[config.mk]
export PLATFORM = sky130hd
export DESIGN_NAME = pipeline_stall_ctrl_flat
export DESIGN_NICKNAME = d
export VERILOG_FILES = /design/src/rtl/pipeline_stall_ctrl_if.sv /design/src/rtl/pipeline_stall_ctrl.sv /design/src/flat_wrapper.sv
export SDC_FILE = /design/constraint.sdc
export NUM_CORES = 1
export LEC_CHECK = 0
export CORE_ASPECT_RATIO = 2
export CORE_MARGIN = 4
export CORE_UTILIZATION = 50
export CTS_CLUSTER_DIAMETER = 50
export CTS_CLUSTER_SIZE = 12
export DETAILED_ROUTE_END_ITERATION = 12
export DONT_BUFFER_PORTS = 1
export PLACE_DENSITY_LB_ADDON = 0.25
export SYNTH_ARGS = -nofsm -noshare
export SYNTH_HDL_FRONTEND = slang
export SYNTH_SLANG_ARGS = --single-unit
[constraint.sdc]
create_clock -name clk_i -period 3.9 [get_ports clk_i]
set_input_delay 0.39 -clock clk_i [delete_from_list [all_inputs] [get_ports clk_i]]
set_output_delay 0.39 -clock clk_i [all_outputs]
set_load 0.02 [all_outputs]
[src/rtl/pipeline_stall_ctrl_if.sv]
// pipeline_stall_ctrl_if
// Groups the data-cache handshake and pipeline control signals that pass
// between the pipeline datapath (master) and the stall/flush controller
// (slave). Signal names keep the controller's point of view: *_i are driven
// by the pipeline side, *_o are driven by the controller.
//   mem_req_i     MEM-stage instruction is a load/store
//   dcache_ack_i  data cache finished the current access
//   hazard_i      load-use hazard from the hazard detector
//   branch_i      taken branch resolved in ID
//   clr_cnt_i     synchronous clear of the performance counters
//   dcache_req_o  access request to the data cache
//   PCWrite_o     PC update enable
//   Stall_o       hold IF/ID
//   NoOp_o        bubble into ID/EX
//   Flush_o       flush IF/ID
//   Freeze_o      hold ID/EX, EX/MEM, MEM/WB
//   err_o         sticky miss-timeout / handshake-violation flag
//   stall_cnt_o   frozen-cycle counter
//   bubble_cnt_o  load-use bubble counter
interface pipeline_stall_ctrl_if #(
  parameter int CNT_W = 32
);
  logic             mem_req_i;
  logic             dcache_ack_i;
  logic             hazard_i;
  logic             branch_i;
  logic             clr_cnt_i;
  logic             dcache_req_o;
  logic             PCWrite_o;
  logic             Stall_o;
  logic             NoOp_o;
  logic             Flush_o;
  logic             Freeze_o;
  logic             err_o;
  logic [CNT_W-1:0] stall_cnt_o;
  logic [CNT_W-1:0] bubble_cnt_o;

  // Controller side
  modport slave (
    input  mem_req_i, dcache_ack_i, hazard_i, branch_i, clr_cnt_i,
    output dcache_req_o, PCWrite_o, Stall_o, NoOp_o, Flush_o, Freeze_o,
           err_o, stall_cnt_o, bubble_cnt_o
  );

  // Pipeline / datapath side
  modport master (
    output mem_req_i, dcache_ack_i, hazard_i, branch_i, clr_cnt_i,
    input  dcache_req_o, PCWrite_o, Stall_o, NoOp_o, Flush_o, Freeze_o,
           err_o, stall_cnt_o, bubble_cnt_o
  );
endinterface

[src/rtl/pipeline_stall_ctrl.sv]
// pipeline_stall_ctrl
// Central stall/flush controller for the 5-stage pipeline with data cache.
// Sequences the MEM-stage data-cache handshake, freezes the whole pipeline
// while a miss is outstanding, and otherwise forwards load-use bubbles and
// branch flushes. Keeps saturating stall/bubble counters and a sticky
// miss-timeout / handshake-violation error flag.
// Ports:
//   clk_i  rising-edge clock
//   rst_i  asynchronous active-low reset
//   bus    pipeline_stall_ctrl_if.slave (handshake + pipeline controls)
module pipeline_stall_ctrl #(
  parameter int CNT_W   = 32,
  parameter int TIMEOUT = 64
) (
  input  logic                 clk_i,
  input  logic                 rst_i,
  pipeline_stall_ctrl_if.slave bus
);

  typedef enum logic [1:0] {
    RUN  = 2'd0,
    WAIT = 2'd1
  } state_t;

  // Wide enough for the largest legal TIMEOUT (1023)
  localparam int               WAIT_W    = 10;
  localparam logic [WAIT_W-1:0] TIMEOUT_C = WAIT_W'(TIMEOUT);
  localparam logic [CNT_W-1:0]  CNT_MAX   = '1;

  state_t              state_q, state_d;
  logic [WAIT_W-1:0]   wait_q, wait_d;
  logic                err_q, err_d;
  logic [CNT_W-1:0]    stall_cnt_q, stall_cnt_d;
  logic [CNT_W-1:0]    bubble_cnt_q, bubble_cnt_d;
  logic                freeze;
  logic                noop;

  // Pipeline controls are purely combinational so a miss or hazard acts in
  // the same cycle it is seen. A miss freeze outranks everything: the
  // instructions stay in place and any hazard/branch re-presents next cycle.
  // A hazard defers a branch until its operands are ready.
  always_comb begin
    freeze = bus.mem_req_i & ~bus.dcache_ack_i;
    noop   = ~freeze & bus.hazard_i;

    bus.dcache_req_o = bus.mem_req_i;
    bus.Freeze_o     = freeze;
    bus.Stall_o      = freeze | bus.hazard_i;
    bus.PCWrite_o    = ~freeze & ~bus.hazard_i;
    bus.NoOp_o       = noop;
    bus.Flush_o      = ~freeze & ~bus.hazard_i & bus.branch_i;

    bus.err_o        = err_q;
    bus.stall_cnt_o  = stall_cnt_q;
    bus.bubble_cnt_o = bubble_cnt_q;
  end

  // Next-state logic for the handshake FSM, the miss wait counter and the
  // sticky error. Dropping the request while waiting is a protocol
  // violation: flag it and fall back to RUN. A timeout only flags the error;
  // the FSM keeps waiting for the ack.
  always_comb begin
    state_d = state_q;
    wait_d  = wait_q;
    err_d   = err_q;
    case (state_q)
      RUN: begin
        if (freeze) begin
          state_d = WAIT;
          wait_d  = WAIT_W'(1);
        end
      end
      WAIT: begin
        if (!bus.mem_req_i) begin
          err_d   = 1'b1;
          state_d = RUN;
          wait_d  = '0;
        end else if (bus.dcache_ack_i) begin
          state_d = RUN;
          wait_d  = '0;
        end else if (wait_q < TIMEOUT_C) begin
          wait_d = wait_q + WAIT_W'(1);
        end
      end
      default: begin
        state_d = RUN;
        wait_d  = '0;
      end
    endcase
    if ((state_d == WAIT) && (wait_d == TIMEOUT_C)) begin
      err_d = 1'b1;
    end
  end

  // Saturating performance counters; a clear wins over an increment.
  always_comb begin
    stall_cnt_d  = stall_cnt_q;
    bubble_cnt_d = bubble_cnt_q;
    if (bus.clr_cnt_i) begin
      stall_cnt_d  = '0;
      bubble_cnt_d = '0;
    end else begin
      if (freeze && (stall_cnt_q != CNT_MAX)) begin
        stall_cnt_d = stall_cnt_q + CNT_W'(1);
      end
      if (noop && (bubble_cnt_q != CNT_MAX)) begin
        bubble_cnt_d = bubble_cnt_q + CNT_W'(1);
      end
    end
  end

  // All registered state, cleared asynchronously by reset.
  always_ff @(posedge clk_i or negedge rst_i) begin
    if (!rst_i) begin
      state_q      <= RUN;
      wait_q       <= '0;
      err_q        <= 1'b0;
      stall_cnt_q  <= '0;
      bubble_cnt_q <= '0;
    end else begin
      state_q      <= state_d;
      wait_q       <= wait_d;
      err_q        <= err_d;
      stall_cnt_q  <= stall_cnt_d;
      bubble_cnt_q <= bubble_cnt_d;
    end
  end

endmodule

[src/flat_wrapper.sv]
// flat-port wrapper written by rule: the top's interface ports become plain ports
module pipeline_stall_ctrl_flat 
#(
  parameter int CNT_W   = 32,
  parameter int TIMEOUT = 64
)
  (clk_i, rst_i, bus_mem_req_i, bus_dcache_ack_i, bus_hazard_i, bus_branch_i, bus_clr_cnt_i, bus_dcache_req_o, bus_PCWrite_o, bus_Stall_o, bus_NoOp_o, bus_Flush_o, bus_Freeze_o, bus_err_o, bus_stall_cnt_o, bus_bubble_cnt_o);
  pipeline_stall_ctrl_if #(.CNT_W(CNT_W)) bus_i ();
  input  logic clk_i;
  input  logic rst_i;
  input wire logic [$bits(bus_i.mem_req_i)-1:0] bus_mem_req_i;
  input wire logic [$bits(bus_i.dcache_ack_i)-1:0] bus_dcache_ack_i;
  input wire logic [$bits(bus_i.hazard_i)-1:0] bus_hazard_i;
  input wire logic [$bits(bus_i.branch_i)-1:0] bus_branch_i;
  input wire logic [$bits(bus_i.clr_cnt_i)-1:0] bus_clr_cnt_i;
  output wire logic [$bits(bus_i.dcache_req_o)-1:0] bus_dcache_req_o;
  output wire logic [$bits(bus_i.PCWrite_o)-1:0] bus_PCWrite_o;
  output wire logic [$bits(bus_i.Stall_o)-1:0] bus_Stall_o;
  output wire logic [$bits(bus_i.NoOp_o)-1:0] bus_NoOp_o;
  output wire logic [$bits(bus_i.Flush_o)-1:0] bus_Flush_o;
  output wire logic [$bits(bus_i.Freeze_o)-1:0] bus_Freeze_o;
  output wire logic [$bits(bus_i.err_o)-1:0] bus_err_o;
  output wire logic [$bits(bus_i.stall_cnt_o)-1:0] bus_stall_cnt_o;
  output wire logic [$bits(bus_i.bubble_cnt_o)-1:0] bus_bubble_cnt_o;
  assign bus_i.mem_req_i = bus_mem_req_i;
  assign bus_i.dcache_ack_i = bus_dcache_ack_i;
  assign bus_i.hazard_i = bus_hazard_i;
  assign bus_i.branch_i = bus_branch_i;
  assign bus_i.clr_cnt_i = bus_clr_cnt_i;
  assign bus_dcache_req_o = bus_i.dcache_req_o;
  assign bus_PCWrite_o = bus_i.PCWrite_o;
  assign bus_Stall_o = bus_i.Stall_o;
  assign bus_NoOp_o = bus_i.NoOp_o;
  assign bus_Flush_o = bus_i.Flush_o;
  assign bus_Freeze_o = bus_i.Freeze_o;
  assign bus_err_o = bus_i.err_o;
  assign bus_stall_cnt_o = bus_i.stall_cnt_o;
  assign bus_bubble_cnt_o = bus_i.bubble_cnt_o;
  pipeline_stall_ctrl #(.CNT_W(CNT_W), .TIMEOUT(TIMEOUT)) u_core (.clk_i(clk_i), .rst_i(rst_i), .bus(bus_i));
endmodule
### Word level (Yosys, flattened, before mapping)

Index checks and enable logic that the tools add are counted.
W data, S select, Z words.

| operators by class | value |
|---|---|
| add/subtract/negate cells | 3 |
| order comparisons | 1 |
| equality and inequality tests | 6 |
| multiplexer cells | 16 |
| bitwise gates (word level) | 8 |
| reductions and logical operators | 8 |

Operators with widths:

| kind | count |
|---|---|
| $mux W32 | 4 |
| $add A32 B1 Y32 const B | 2 |
| $ne A32 B32 Y1 const B | 2 |
| $mux W10 | 4 |
| $pmux W10 S2 | 1 |
| $add A10 B1 Y10 const B | 1 |
| $eq A10 B7 Y1 const B | 1 |
| $lt A10 B7 Y1 const B | 1 |
| $mux W2 | 3 |
| $reduce_bool A2 Y1 | 3 |
| $and A1 B1 Y1 | 4 |
| $eq A2 B1 Y1 const B | 2 |
| $pmux W2 S2 | 1 |
| $logic_and A1 B1 Y1 | 3 |
| $mux W1 | 3 |
| $not A1 Y1 | 3 |
| $logic_not A2 Y1 | 1 |
| $ne A2 B1 Y1 const B | 1 |
| $reduce_and A2 Y1 | 1 |
| $or A1 B1 Y1 | 1 |

| storage, ports and cells | value |
|---|---|
| flip-flop bits (word level) | 77 |
| bits of input ports | 7 |

### Logic depth before layout (Yosys ltp)

| logic depth | value |
|---|---|
| depth in word-level cells | 9 |
| depth in mapped cells | 9 |

### Worst setup path before layout

Ideal clock, no wire load.

| path | value |
|---|---|
| path type | register -> register |
| from | reg u_core.bubble_cnt_q[3] (netlist: u_core.bus.bubble_cnt_o[3]) |
| to | reg u_core.bubble_cnt_q[27] (netlist: u_core.bus.bubble_cnt_o[27]) |
| library setup time | 0.132 ns |
| data arrival time | 2.290 ns |
| required time | 3.768 ns |
| path slack | 1.478 ns |
| cell stages (with the launch flop) | 10 |
| path buffers | 3 |
| clock period less this slack | 2.422 ns |
| cell sequence | dfrtp_1 -> nand4_1 -> or4_1 -> clkbuf_2 -> or4_4 -> buf_6 -> buf_8 -> nand4_1 -> xor2_1 -> nor2_1 |

| on the way | value |
|---|---|
| longest elaborated chain between the ends | 3 |
| elaborated cells between the ends (all ways) | 6 |
| those cells by class | 1 x add/sub; 1 x eq/ne; 2 x mux; 2 x reduce/logical |

RTL lines:

| element | RTL line | source |
|---|---|---|
| start, declared | pipeline_stall_ctrl.sv:34 | `logic [CNT_W-1:0] bubble_cnt_q, bubble_cnt_d;` |
| start signal, assigned | pipeline_stall_ctrl.sv:125 | `bubble_cnt_q <= bubble_cnt_d;` |
| $add A32 B1 Y32 or $ne A32 B32 Y1 (tied branches) | pipeline_stall_ctrl.sv:107, pipeline_stall_ctrl.sv:106 |  |
| $mux W32 or $logic_and A1 B1 Y1 (tied branches) | pipeline_stall_ctrl.sv:106 | `if (noop && (bubble_cnt_q != CNT_MAX)) begin` |
| $mux W32 or $reduce_bool A2 Y1 (tied branches) | n/a |  |

Several ways; a longest one is shown, not always the timed one. The select of a mux whose other input is x is not followed.
A chain may end at the register's enable or synchronous reset.

### Worst setup path in the final report

| path | value |
|---|---|
| from | reg u_core.bubble_cnt_q[3] (netlist: u_core.bus.bubble_cnt_o[3]) |
| to | reg u_core.bubble_cnt_q[24] (netlist: u_core.bus.bubble_cnt_o[24]) |

The elaborated chain is that of the path after synthesis.

==> flow_summary.toml <==
[timing]
fin_crit_sh = 0.711
fmax_ghz = 0.361
tightestPinTransition_ns = 1.01
rsz0062_at_grt = "false"
skew_ns = 0.00543
slew_headroom = 0.318
fin_crit_ns = 2.77
drv_slew = 0
fin_setup_tns_ns = 0
hold_viol = 0
finalSetupViolCount = 0

[place]
io_buffers = 0
gp_congestion = 0.852
dp_cells = 517
placed_area_um2 = 4090
hpwl_mm = 7.15

[setup_path]
cp_data_arrival_time_ns = 3.03
path_class = "reg2reg"
critical_path_required_ns = 4.16
r2r_slack_ns = 1.13
crit_fanout = 11
critPathCaptureType = "flip-flop"
worstRegToRegCells = 5
start_kind = "flip-flop"

[grt]
grt_max_degree = 78
grt.overflow.total = 0
grt_pass1_vias = 3334
grt_pass1_wl_mm = 16.8
antenna_found_initial = 0
grt_usage = 0.221

[synthesis]
yosys_warnings = 0
syn_nets = 448
syn_area_um2 = 4060
synth_edf_count = 0
synth_seq_cells = 77
synth.distinct_cells = 44
synth-async-reset-ratio = 1.00
ys.flop_type = "dfrtp_1"
synth_cells = 438
seq_area_frac_synth = 0.475
synth_area_per_cell_um2 = 9.26

[clock_tree]
cts_root_buf = "clkbuf_16"
clock_sinks = 77
cts_hold_buf = 2
clock_path_buffers = 2
insertion_delay_ns = 0.34
postCtsSetupBuffers = 0
clkTransAtPathRegs_ns = 0.06
cts_resized = 0
htreeDepth = 3
cts_tree = "built"
cts_made_buffers = 9

[run]
max_cap_violations = 0

[pwr]
combPwrFrac = 0.028
p_sw_mw = 0.385
internal_power_mw = 1.40
p_leak_nw = 1.83
swShare = 0.216
clock_power_share = 0.510
pwr-share-seq = 0.462
vdd_drop_max_mv = 0.320
power.density_nw_per_um2 = 400

[routing]
wire_per_inst_um = 19.0
drcViolationCount = 0
vias = 3217
drtIter0Drc = 163
dr.pass1.iters = 4
vias_per_cell = 6.01
wl_mm = 10.1
antenna_left = 0

[final_layout]
nets = 444
fill_cells = 731
drive_gt1_frac = 0.0592
design_area_um2 = 4460
instances_no_fill = 535
diodes = 0
areaGrowthSynthToFinish_pct = 9.84

[floorplanning]
pin_count = 78
die-area_um2 = 9710
initial_core_util = 0.511
core.rowCount = 46
dieHeight_um = 135
die_w_um = 71.7
core-area_um2 = 7940

[run_status]
outcome = "complete, no violations"

[worst_hold_path]
worstHoldPathType = "in2reg"
whs_path_depth = 1
[stage by stage]
stage	setup slack (ns)	hold WS [ns]	power, mW	util
after floorplan	1.48	0.0944	0.871	-
after global placement	1.19	0.0975	0.867	0.515
after detailed placement	1.15	0.0981	0.868	0.515
after CTS	1.11	0.103	1.80	0.561
after global routing	0.908	0.100	1.83	0.561
final	1.13	0.110	1.78	0.561
[placed cells by master, fill, tap and decap left out, types with 2 or more instances in the layout]
cell        n
dfrtp_1    77
nor2_1     72
xor2_1     35
nand2_1    31
nand3_1    31
nand4_1    27
xnor2_1    23
a21oi_1    13
or3_1      12
o21ai_0    11
inv_1       9
and4_1      9
and3_1      9
clkbuf_16   9
nor3_1      8
nor4_1      8
and2_1      7
or4_1       5
o211ai_1    4
nand2b_1    3
nor3b_1     3
ha_1        3
nand3b_1    2
nand3_2     2
o2111ai_1   2
bufinv_16   2
clkinv_2    2
[routing by layer]
metal  wire length (um)  GRT usage  part of all wire
met5                  0          0                 0
met4                286     0.0952             0.028
met3                650     0.0654             0.064
met2               5580      0.398              0.55
met1               3630      0.232              0.36
[state kept, by name (all words and copies together), names as in the netlist]
name / count
u_core.bus.bubble_cnt_o: 32
u_core.state_q: 2
u_core.bus.err_o: 1
u_core.wait_q: 10
u_core.bus.stall_cnt_o: 32
[layout make-up]
class	count	area [um2]	share of cell area
flip-flops and latches	77	1930	0.432
well taps	96	120	0.0270
repair buffers	3	45.0	0.0101
multi-input cells	333	2000	0.449
inverters	10	37.5	0.00842
clock buffers	10	239	0.0536
clock inverters	6	86.3	0.0194
[cell usage after synthesis, types with 4 or more instances]
cell type / n / area, um2
nand2_1: 31 / 116
o21ai_0: 11 / 55.1
nor3_1: 8 / 40.0
and3_1: 9 / 56.3
o211ai_1: 4 / 30.0
xnor2_1: 23 / 201
clkbuf_1: 13 / 48.8
nand4_1: 27 / 169
or4_1: 5 / 37.5
or3_1: 12 / 75.1
a21oi_1: 13 / 65.1
and2_1: 7 / 43.8
dfrtp_1: 77 / 1930
nor4_1: 8 / 50.1
nor2_1: 72 / 270
inv_1: 9 / 33.8
xor2_1: 35 / 307
and4_1: 9 / 78.8
nand3_1: 31 / 155
[power groups by stage]
stage	logic [mW]	registers, mW	clock network, mW
4_1_cts	0.0519	0.822	0.926
3_3_place_gp	0.0304	0.837	0
6_report	0.0505	0.823	0.909
3_5_place_dp	0.0311	0.837	0
2_1_floorplan	0.0382	0.832	0
5_1_grt	0.0589	0.823	0.949
[worst max-delay path, cell delays in order (launching register included)]
cell and delay [ns]:
dfrtp_1 0.56, nand4_1 0.23, nor4_1 0.75, o211ai_1 0.54, or3_1 0.48, a21oi_1 0.14
[cell families after synthesis]
group	after synthesis	share of synthesized area
AO/OA/AOI/OAI	34	0.0493
XOR/XNOR	58	0.125
adder cells (fa/ha/maj)	3	0.00925
buffers and inverters	28	0.0318
flip-flops	77	0.475
multiplexers	1	0.00278
other	1	0.000924
AND/OR/NAND/NOR	236	0.306
[path summary, 6_finish.rpt]
path / from / endpoint
max: u_core.bus.bubble_cnt_o[3]$_DFFE_PN0P_ / u_core.bus.bubble_cnt_o[24]$_DFFE_PN0P_
min: bus_clr_cnt_i / u_core.bus.bubble_cnt_o[18]$_DFFE_PN0P_
max reg2reg: u_core.bus.bubble_cnt_o[3]$_DFFE_PN0P_ / u_core.bus.bubble_cnt_o[24]$_DFFE_PN0P_
min reg2reg: u_core.wait_q[7]$_DFF_PN0_ / u_core.wait_q[7]$_DFF_PN0_
max in group asynchronous: rst_i / u_core.bus.bubble_cnt_o[24]$_DFFE_PN0P_
min in group asynchronous: rst_i / u_core.bus.stall_cnt_o[0]$_DFFE_PN0P_
No activity file was read; power rests on OpenSTA's default activity.
